## config.mk

```make
export PLATFORM = sky130hd
export DESIGN_NAME = db_tick_fsm_flat
export DESIGN_NICKNAME = d
export VERILOG_FILES = /design/src/rtl/db_tick_fsm_pkg.sv /design/src/rtl/db_tick_fsm_if.sv /design/src/rtl/db_tick_fsm_sync_2ff.sv /design/src/rtl/db_tick_fsm.sv /design/src/flat_wrapper.sv
export SDC_FILE = /design/constraint.sdc
export NUM_CORES = 1
export LEC_CHECK = 0
export ABC_CLOCK_PERIOD_IN_PS = 3550
export BUFFER_PORTS_ARGS = -buffer_cell sky130_fd_sc_hd__buf_2
export CAP_MARGIN = 25
export CORE_MARGIN = 10
export CORE_UTILIZATION = 61
export DETAILED_ROUTE_END_ITERATION = 8
export GPL_ROUTABILITY_DRIVEN = 0
export GPL_TIMING_DRIVEN = 0
export MAX_ROUTING_LAYER = met4
export PLACE_DENSITY = 0.85
export SYNTH_ARGS = -nofsm -noshare
export SYNTH_HDL_FRONTEND = slang
export SYNTH_HIERARCHICAL = 1
export SYNTH_SLANG_ARGS = --single-unit
```

## constraint.sdc

```tcl
create_clock -name clk -period 3.55 [get_ports clk]
set_input_delay 0.355 -clock clk [delete_from_list [all_inputs] [get_ports clk]]
set_output_delay 0.355 -clock clk [all_outputs]
set_load 0.01 [all_outputs]
```

## src/rtl/db_tick_fsm_pkg.sv

```systemverilog
// Shared types and default sizes for the pushbutton debouncer.
package db_pkg;
    typedef enum logic [1:0] {
        ZERO  = 2'd0,
        WAIT1 = 2'd1,
        ONE   = 2'd2,
        WAIT0 = 2'd3
    } db_state_t;

    localparam int DB_N_DEFAULT  = 19;
    localparam int DB_CW_DEFAULT = 8;
endpackage

```

## src/rtl/db_tick_fsm_if.sv

```systemverilog
// Button-side bundle: raw input and clear in, debounced level, ticks and bounce count out.
interface db_tick_fsm_if #(
    parameter int CW = db_pkg::DB_CW_DEFAULT
);
    logic          sw;
    logic          clr;
    logic          db_level;
    logic          db_rise;
    logic          db_fall;
    logic [CW-1:0] bounce_cnt;

    modport master (
        output sw, clr,
        input  db_level, db_rise, db_fall, bounce_cnt
    );

    modport slave (
        input  sw, clr,
        output db_level, db_rise, db_fall, bounce_cnt
    );
endinterface

```

## src/rtl/db_tick_fsm_sync_2ff.sv

```systemverilog
// Two-flop synchronizer for the raw switch; only built when DB_SYNC_EN is defined.
`ifdef DB_SYNC_EN
module sync_2ff (
    input  logic clk,
    input  logic reset_n,
    input  logic i_d,
    output logic o_q
);
    logic [1:0] r_sync;

    always_ff @(posedge clk or negedge reset_n) begin
        if (!reset_n) begin
            r_sync <= 2'b00;
        end else begin
            r_sync <= {r_sync[0], i_d};
        end
    end

    assign o_q = r_sync[1];
endmodule
`endif

```

## src/rtl/db_tick_fsm.sv

```systemverilog
// Debouncer FSM: qualifies 2^N+1 stable samples per transition, emits ticks, counts aborts.
// DB_SYNC_EN adds a 2-flop synchronizer in front of the sampled input.
module db_tick_fsm
    import db_pkg::*;
#(
    parameter int N  = DB_N_DEFAULT,
    parameter int CW = DB_CW_DEFAULT
) (
    input  logic        clk,
    input  logic        reset_n,
    db_tick_fsm_if.slave bus
);
    localparam logic [N-1:0]  Q_LOAD  = '1;
    localparam logic [CW-1:0] CNT_MAX = '1;

    logic          w_sw_s;
    db_state_t     r_state, w_state_next;
    logic [N-1:0]  r_q, w_q_next;
    logic          r_level, w_level_next;
    logic          r_rise, w_rise_next;
    logic          r_fall, w_fall_next;
    logic          w_abort;
    logic [CW-1:0] r_cnt, w_cnt_next;

`ifdef DB_SYNC_EN
    sync_2ff u_sync (
        .clk     (clk),
        .reset_n (reset_n),
        .i_d     (bus.sw),
        .o_q     (w_sw_s)
    );
`else
    assign w_sw_s = bus.sw;
`endif

    // A level change in a WAIT state aborts even when q has reached zero.
    always_comb begin
        w_state_next = r_state;
        w_q_next     = r_q;
        w_rise_next  = 1'b0;
        w_fall_next  = 1'b0;
        w_abort      = 1'b0;
        case (r_state)
            ZERO: begin
                if (w_sw_s) begin
                    w_state_next = WAIT1;
                    w_q_next     = Q_LOAD;
                end
            end
            WAIT1: begin
                if (!w_sw_s) begin
                    w_state_next = ZERO;
                    w_abort      = 1'b1;
                end else if (r_q == '0) begin
                    w_state_next = ONE;
                    w_rise_next  = 1'b1;
                end else begin
                    w_q_next = r_q - N'(1);
                end
            end
            ONE: begin
                if (!w_sw_s) begin
                    w_state_next = WAIT0;
                    w_q_next     = Q_LOAD;
                end
            end
            WAIT0: begin
                if (w_sw_s) begin
                    w_state_next = ONE;
                    w_abort      = 1'b1;
                end else if (r_q == '0) begin
                    w_state_next = ZERO;
                    w_fall_next  = 1'b1;
                end else begin
                    w_q_next = r_q - N'(1);
                end
            end
            default: begin
                w_state_next = ZERO;
            end
        endcase

        w_level_next = (w_state_next == ONE) || (w_state_next == WAIT0);

        if (bus.clr) begin
            w_cnt_next = '0;
        end else if (w_abort && (r_cnt != CNT_MAX)) begin
            w_cnt_next = r_cnt + CW'(1);
        end else begin
            w_cnt_next = r_cnt;
        end
    end

    always_ff @(posedge clk or negedge reset_n) begin
        if (!reset_n) begin
            r_state <= ZERO;
            r_q     <= '0;
            r_level <= 1'b0;
            r_rise  <= 1'b0;
            r_fall  <= 1'b0;
            r_cnt   <= '0;
        end else begin
            r_state <= w_state_next;
            r_q     <= w_q_next;
            r_level <= w_level_next;
            r_rise  <= w_rise_next;
            r_fall  <= w_fall_next;
            r_cnt   <= w_cnt_next;
        end
    end

    assign bus.db_level   = r_level;
    assign bus.db_rise    = r_rise;
    assign bus.db_fall    = r_fall;
    assign bus.bounce_cnt = r_cnt;
endmodule

```

## src/flat_wrapper.sv

```systemverilog
// flat-port wrapper written by rule: the top's interface ports become plain ports
module db_tick_fsm_flat import db_pkg::*;
#(
    parameter int N  = DB_N_DEFAULT,
    parameter int CW = DB_CW_DEFAULT
)
  (clk, reset_n, bus_sw, bus_clr, bus_db_level, bus_db_rise, bus_db_fall, bus_bounce_cnt);
  db_tick_fsm_if #(.CW(CW)) bus_i ();
  input  logic clk;
  input  logic reset_n;
  input wire logic [$bits(bus_i.sw)-1:0] bus_sw;
  input wire logic [$bits(bus_i.clr)-1:0] bus_clr;
  output wire logic [$bits(bus_i.db_level)-1:0] bus_db_level;
  output wire logic [$bits(bus_i.db_rise)-1:0] bus_db_rise;
  output wire logic [$bits(bus_i.db_fall)-1:0] bus_db_fall;
  output wire logic [$bits(bus_i.bounce_cnt)-1:0] bus_bounce_cnt;
  assign bus_i.sw = bus_sw;
  assign bus_i.clr = bus_clr;
  assign bus_db_level = bus_i.db_level;
  assign bus_db_rise = bus_i.db_rise;
  assign bus_db_fall = bus_i.db_fall;
  assign bus_bounce_cnt = bus_i.bounce_cnt;
  db_tick_fsm #(.N(N), .CW(CW)) u_core (.clk(clk), .reset_n(reset_n), .bus(bus_i));
endmodule
```

# Word level (Yosys, flattened, before mapping)
# Cells that the tools add are included.
[totals] reg_bits=32 inputBits=4 output_inout_bits=11 elab_cells=47
[op_classes] add_sub_neg=2 eq_ne=10 muxes=23 reduce_logical=6
[ops] op="$mux W19" count=5
[ops] op="$pmux W19 S4" count=1
[ops] op="$logic_not A19 Y1" count=1
[ops] op="$sub A19 B1 Y19 const B" count=1
[ops] op="$mux W8" count=2
[ops] op="$mux W2" count=6
[ops] op="$add A8 B1 Y8 const B" count=1
[ops] op="$eq A2 B2 Y1 const B" count=4
[ops] op="$ne A2 B2 Y1 const B" count=4
[ops] op="$ne A8 B8 Y1 const B" count=1
[ops] op="$pmux W2 S4" count=1
[ops] op="$mux W1" count=7
[ops] op="$reduce_and A4 Y1" count=1
[ops] op="$eq A2 B1 Y1 const B" count=1
[ops] op="$logic_not A2 Y1" count=1
[ops] op="$pmux W1 S2" count=1
[ops] op="$reduce_bool A2 Y1" count=1
[ops] op="$logic_and A1 B1 Y1" count=1
[ops] op="$logic_or A1 B1 Y1" count=1

# Depth between registers and ports, before layout
[depth] word_depth=6 mapped_depth=10 depth_no_buf=9

# Least setup slack after synthesis
# No wires, ideal clock.
[synth_path] kind="register to register" from="register u_core.r_q[10]" to="register u_core.r_q[7]" setup_ps=126 t_arrival_ps=1920 required_time_ps=3424 slack_ps=1505 path_stages_with_launch=10 n_path_buf=2 period_less_slack_ps=2045 cell_sequence="dfrtp_1 or4_1 buf_2 nor3_4 nand2_2 nand2_1 inv_2 buf_6 a31oi_1 o21ai_1"
[synth_via] elab_chain_len=4 elab_cells_between_ends=5 classes_between="4 x mux; 1 x reduce/logical"
[synth_rtl] element="start, declared" line="db_tick_fsm.sv:18" rtl="logic [N-1:0] r_q, w_q_next;"
[synth_rtl] element="start signal, assigned" line="db_tick_fsm.sv:104" rtl="r_q <= w_q_next;"
[synth_rtl] element="$logic_not A19 Y1 (*)" line="db_tick_fsm.sv:54, db_tick_fsm.sv:71"
[synth_rtl] element="$mux W19 (*)"
[synth_rtl] element="$mux W19 (on tied branches)"
[synth_rtl] element="$pmux W19 S4 (*)"
# Mark *: on every way between the ends. The rest lies on a longest branch, timed or not. The select of a mux whose other input is x is not followed.
# A chain may end at the register's enable or synchronous reset.

# Final worst setup path
[layout_path] from="register u_core.r_q[0]" to="register u_core.r_q[16]"
[layout_via] elab_chain_len=4 elab_cells_between_ends=6 classes_between="1 x add/sub; 4 x mux; 1 x reduce/logical"
[layout_rtl] element="$sub A19 B1 Y19 or $logic_not A19 Y1 (tied branches)"
[layout_rtl] element="$mux W19 (*)" line="db_tick_fsm.sv:54, db_tick_fsm.sv:71"
[layout_rtl] element="$mux W19 (on tied branches)" line="db_tick_fsm.sv:68, db_tick_fsm.sv:51"
[layout_rtl] element="$pmux W19 S4 (*)" line="db_tick_fsm.sv:43" rtl="case (r_state)"
# Marks and branches as above.

==> run summary <==
# IOs: 15
Mapped Cells: 174
Clock Pin Slew Worst Setup and Hold Paths: 0.10 ns
Largest net degree at the start of global routing: 33
Buffers added on ports: 13
Final #Nets: 200
Synth Net Count: 180
GR Util All Layers: 14.4%
Initial antenna violation count: 0
First-pass GRT wire length: 6.02 mm
Mux cell area share after synthesis: 0.598%
Vias/cell: 6.21
Final hold vios: 0
Adder-cell area share of the yosys netlist: 1.49%
DRT Pass-1 Iters: 4
Synth Area in Simple Gates: 27.8%
Psw: 0.000184 W
Drt drc: 0
Synth warn: 6
DR vias: 1398
Clock Tree Buf Depth: 2
Seq. cell area: 801 µm²
Final min period: 2.33 ns
Total die area: 5240 µm²
RR Startpoint: u_core/r_q[0]$_DFFE_PN0P_
Fin crit share: 65.7%
Initial Utilization: 65.8%
Share of post-route cells with drive strength above 1: 17.9%
Post-DRT Antenna Nets: 0
Yosys top cell area share: 47.8%
DRT iter0 DRCs: 66
Worst EP arrival: 2.58 ns
Pre-CTS WS: 1.26 ns
Area delta synth->final: 9.79%
Slew headroom: 54.9%
Worst R2R Path Depth: 7
Clk Latency, worst-skew pair: 0.33 ns
Root Buffer: clkbuf_4
Reg power frac: 59.2%
Seq/Total Area, Yosys: 47.8%
Distinct cell type count after synthesis: 46
Maxcap violations: 0
Post-Syn Area: 1670 µm²
Vias in the first global route: 1361
Fmax achieved: 429 MHz
# fillers: 183
Sum of negative setup slack: 0 ns
WS Path Type: reg2reg
CTS Buf Count: 5
Setup bufs post-CTS: 0
Routed WL: 3.50 mm
Die X: 72.4 µm
Clock power share: 31.9%
Worst Path Max Fanout: 5
Worst vdd ir: 0.317 mV
Final Setup Violations: 0
Area occupied by multi-input gates: 818 µm²
Req. time, crit path: 3.80 ns
Slew Viols, Final: 0
Status: finished, final reports clean
FF+latch count, synth: 32
Largest family of logic cells by synthesized area: simple AND/OR/NAND/NOR gates
Setup Skew: 0.00686 ns
Comb pwr share: 8.9%
Compound-Gate Fraction of Synth Area: 13.2%
Leakage: 0.686 nW
Die height: 72.4 µm
Hold-fix buffers, CTS: 0
RR Endpoint: u_core/r_q[16]$_DFFE_PN0P_
Final hold slack: 0.0521 ns
Startpoint Class: flop
Xor and xnor area share after synthesis: 5.75%
# rows: 18
Critical Path Sink Type: flop
Diode count: 0
Syn avg cell area: 9.62 µm²
Internal power: 0.000500 W
Power Dens Cells: 372 nW/µm²
Worst-Margin Slew: 0.677 ns
CTS resizes: 0
Clk sinks: 32
R2r setup slk: 1.22 ns
Avg WL per Cell: 15.5 µm
Post-synth top area cell: dfrtp_1
H-tree levels: 2
Main area contributors after synthesis: dfrtp_1, nor2_1, xnor2_1
Clock tree from TritonCTS: done
Worst min-delay path category: in2async
Core ar.: 2540 µm²
HPWL after detailed placement: 2.55 mm
RSZ-0062 raised after global routing: false
Global-route congestion overflow total: 0
Sw frac: 26.9%
Worst Setup Slack, final: 1.22 ns
-- registers in the layout (all words and copies together) (netlist names) --
signal,cells
u_core/bus.db_level,1
u_core/bus.bounce_cnt,8
u_core/r_q,19
u_core/bus.db_fall,1
u_core/r_state,2
u_core/bus.db_rise,1
-- cell type report --
type / count / share of cell area [%]
Clock buffer: 6 / 2.79
Inverter: 5 / 1.02
Sequential cell: 32 / 43.6
Timing Repair Buffer: 13 / 3.54
Multi-Input combinational cell: 130 / 44.5
Clock inverter: 2 / 0.545
Buffer: 7 / 1.97
Tap cell: 30 / 2.04
-- cell usage after synthesis, drive strengths merged --
| library cell | instances |
|---|---|
| nor3b | 3 |
| a21oi | 7 |
| ha | 2 |
| o41ai | 3 |
| nor4 | 3 |
| o21ai | 9 |
| and4 | 2 |
| nor3 | 10 |
| nand2b | 2 |
| nand3b | 1 |
| a31oi | 4 |
| inv | 5 |
| buf | 4 |
| nor4b | 1 |
| or2 | 3 |
| a21boi | 2 |
| nor2 | 18 |
| xnor2 | 7 |
| o2111ai | 2 |
| nand2 | 13 |
| o31ai | 3 |
| dfrtp | 32 |
| xor2 | 4 |
| nand4 | 3 |
| nand3 | 10 |
| o211ai | 1 |
| clkbuf | 3 |
| mux2i | 1 |
| or3 | 5 |
| or4 | 5 |
| a41oi | 1 |
| o22a | 1 |
| or4b | 1 |
| and3 | 2 |
| and2 | 1 |
-- placed cells by master, fill, tap and decap left out, types with 2 or more instances in the layout --
master	netlist	routed
dfrtp_1	32	32
nor2_1	18	18
buf_2	2	15
nand2_1	12	12
nand3_1	10	10
nor3_1	9	9
xnor2_1	7	7
o21ai_0	7	7
a21oi_1	7	7
clkbuf_4	0	5
or4_1	5	5
inv_1	4	4
xor2_1	4	4
a31oi_1	4	4
clkbuf_1	3	3
nor3b_1	3	3
or3_1	3	3
or2_2	3	3
nand4_1	3	3
o31ai_1	3	3
o41ai_1	3	3
clkinv_2	0	2
nand2b_1	2	2
nor4_1	2	2
and4_1	2	2
o21ai_1	2	2
and3_1	2	2
ha_1	2	2
-- power groups by stage --
stage / Sequential [W] / Combinational, W / Clock [W]
after floorplan: 0.000407 / 0.0000404 / 0
after global placement: 0.000410 / 0.0000574 / 0
after detailed placement: 0.000412 / 0.0000609 / 0
after CTS: 0.000405 / 0.0000613 / 0.000225
after global routing: 0.000409 / 0.0000673 / 0.000242
final: 0.000405 / 0.0000606 / 0.000218
-- stage by stage --
step | util [%] | cells | cell area, µm² | total power [W]
6_report | 72.2 | 225 | 1840 | 0.000684
5_1_grt | 72.2 | 225 | 1840 | 0.000719
4_1_cts | 72.2 | 225 | 1840 | 0.000691
3_5_place_dp | 69.8 | 217 | 1780 | 0.000472
3_3_place_gp | 69.8 | 217 | 1780 | 0.000467
2_1_floorplan | - | 174 | 1670 | 0.000447
-- layer usage --
| metal | part of all wire, % | up-vias | track usage [%] |
|---|---|---|---|
| met3 | 3.7 | 5 | 4.22 |
| met1 | 46 | 686 | 16.8 |
| met2 | 49 | 25 | 23.0 |
| met5 | 0 | - | - |
| met4 | 0.83 | 0 | 5.27 |
| li1 | - | 682 | - |
-- worst max path at each step --
stage                                     startpoint                    endpoint  cells past startpoint
after CTS                  u_core/r_q[0]$_DFFE_PN0P_   u_core/r_q[7]$_DFFE_PN0P_                     10
after detailed placement   u_core/r_q[0]$_DFFE_PN0P_   u_core/r_q[7]$_DFFE_PN0P_                     10
final                      u_core/r_q[0]$_DFFE_PN0P_  u_core/r_q[16]$_DFFE_PN0P_                      7
after floorplan           u_core/r_q[10]$_DFFE_PN0P_   u_core/r_q[7]$_DFFE_PN0P_                      9
after global routing       u_core/r_q[0]$_DFFE_PN0P_  u_core/r_q[16]$_DFFE_PN0P_                      7
after global placement     u_core/r_q[0]$_DFFE_PN0P_   u_core/r_q[7]$_DFFE_PN0P_                     10
-- logic make-up after synthesis --
group | Yosys count
simple gates | 83
compound gates | 33
flops | 32
buf+inv | 12
xor+xnor | 11
fa+ha+maj | 2
mux | 1
-- critical path, stage by stage, from the launching register on --
cell	delay [ns]
dfrtp_1	0.41
inv_1	0.08
ha_1	0.21
nor4b_1	0.56
nand2_1	0.28
o41ai_1	0.43
a21oi_1	0.12
a41oi_1	0.17
No activity file was read; power rests on OpenSTA's default activity.
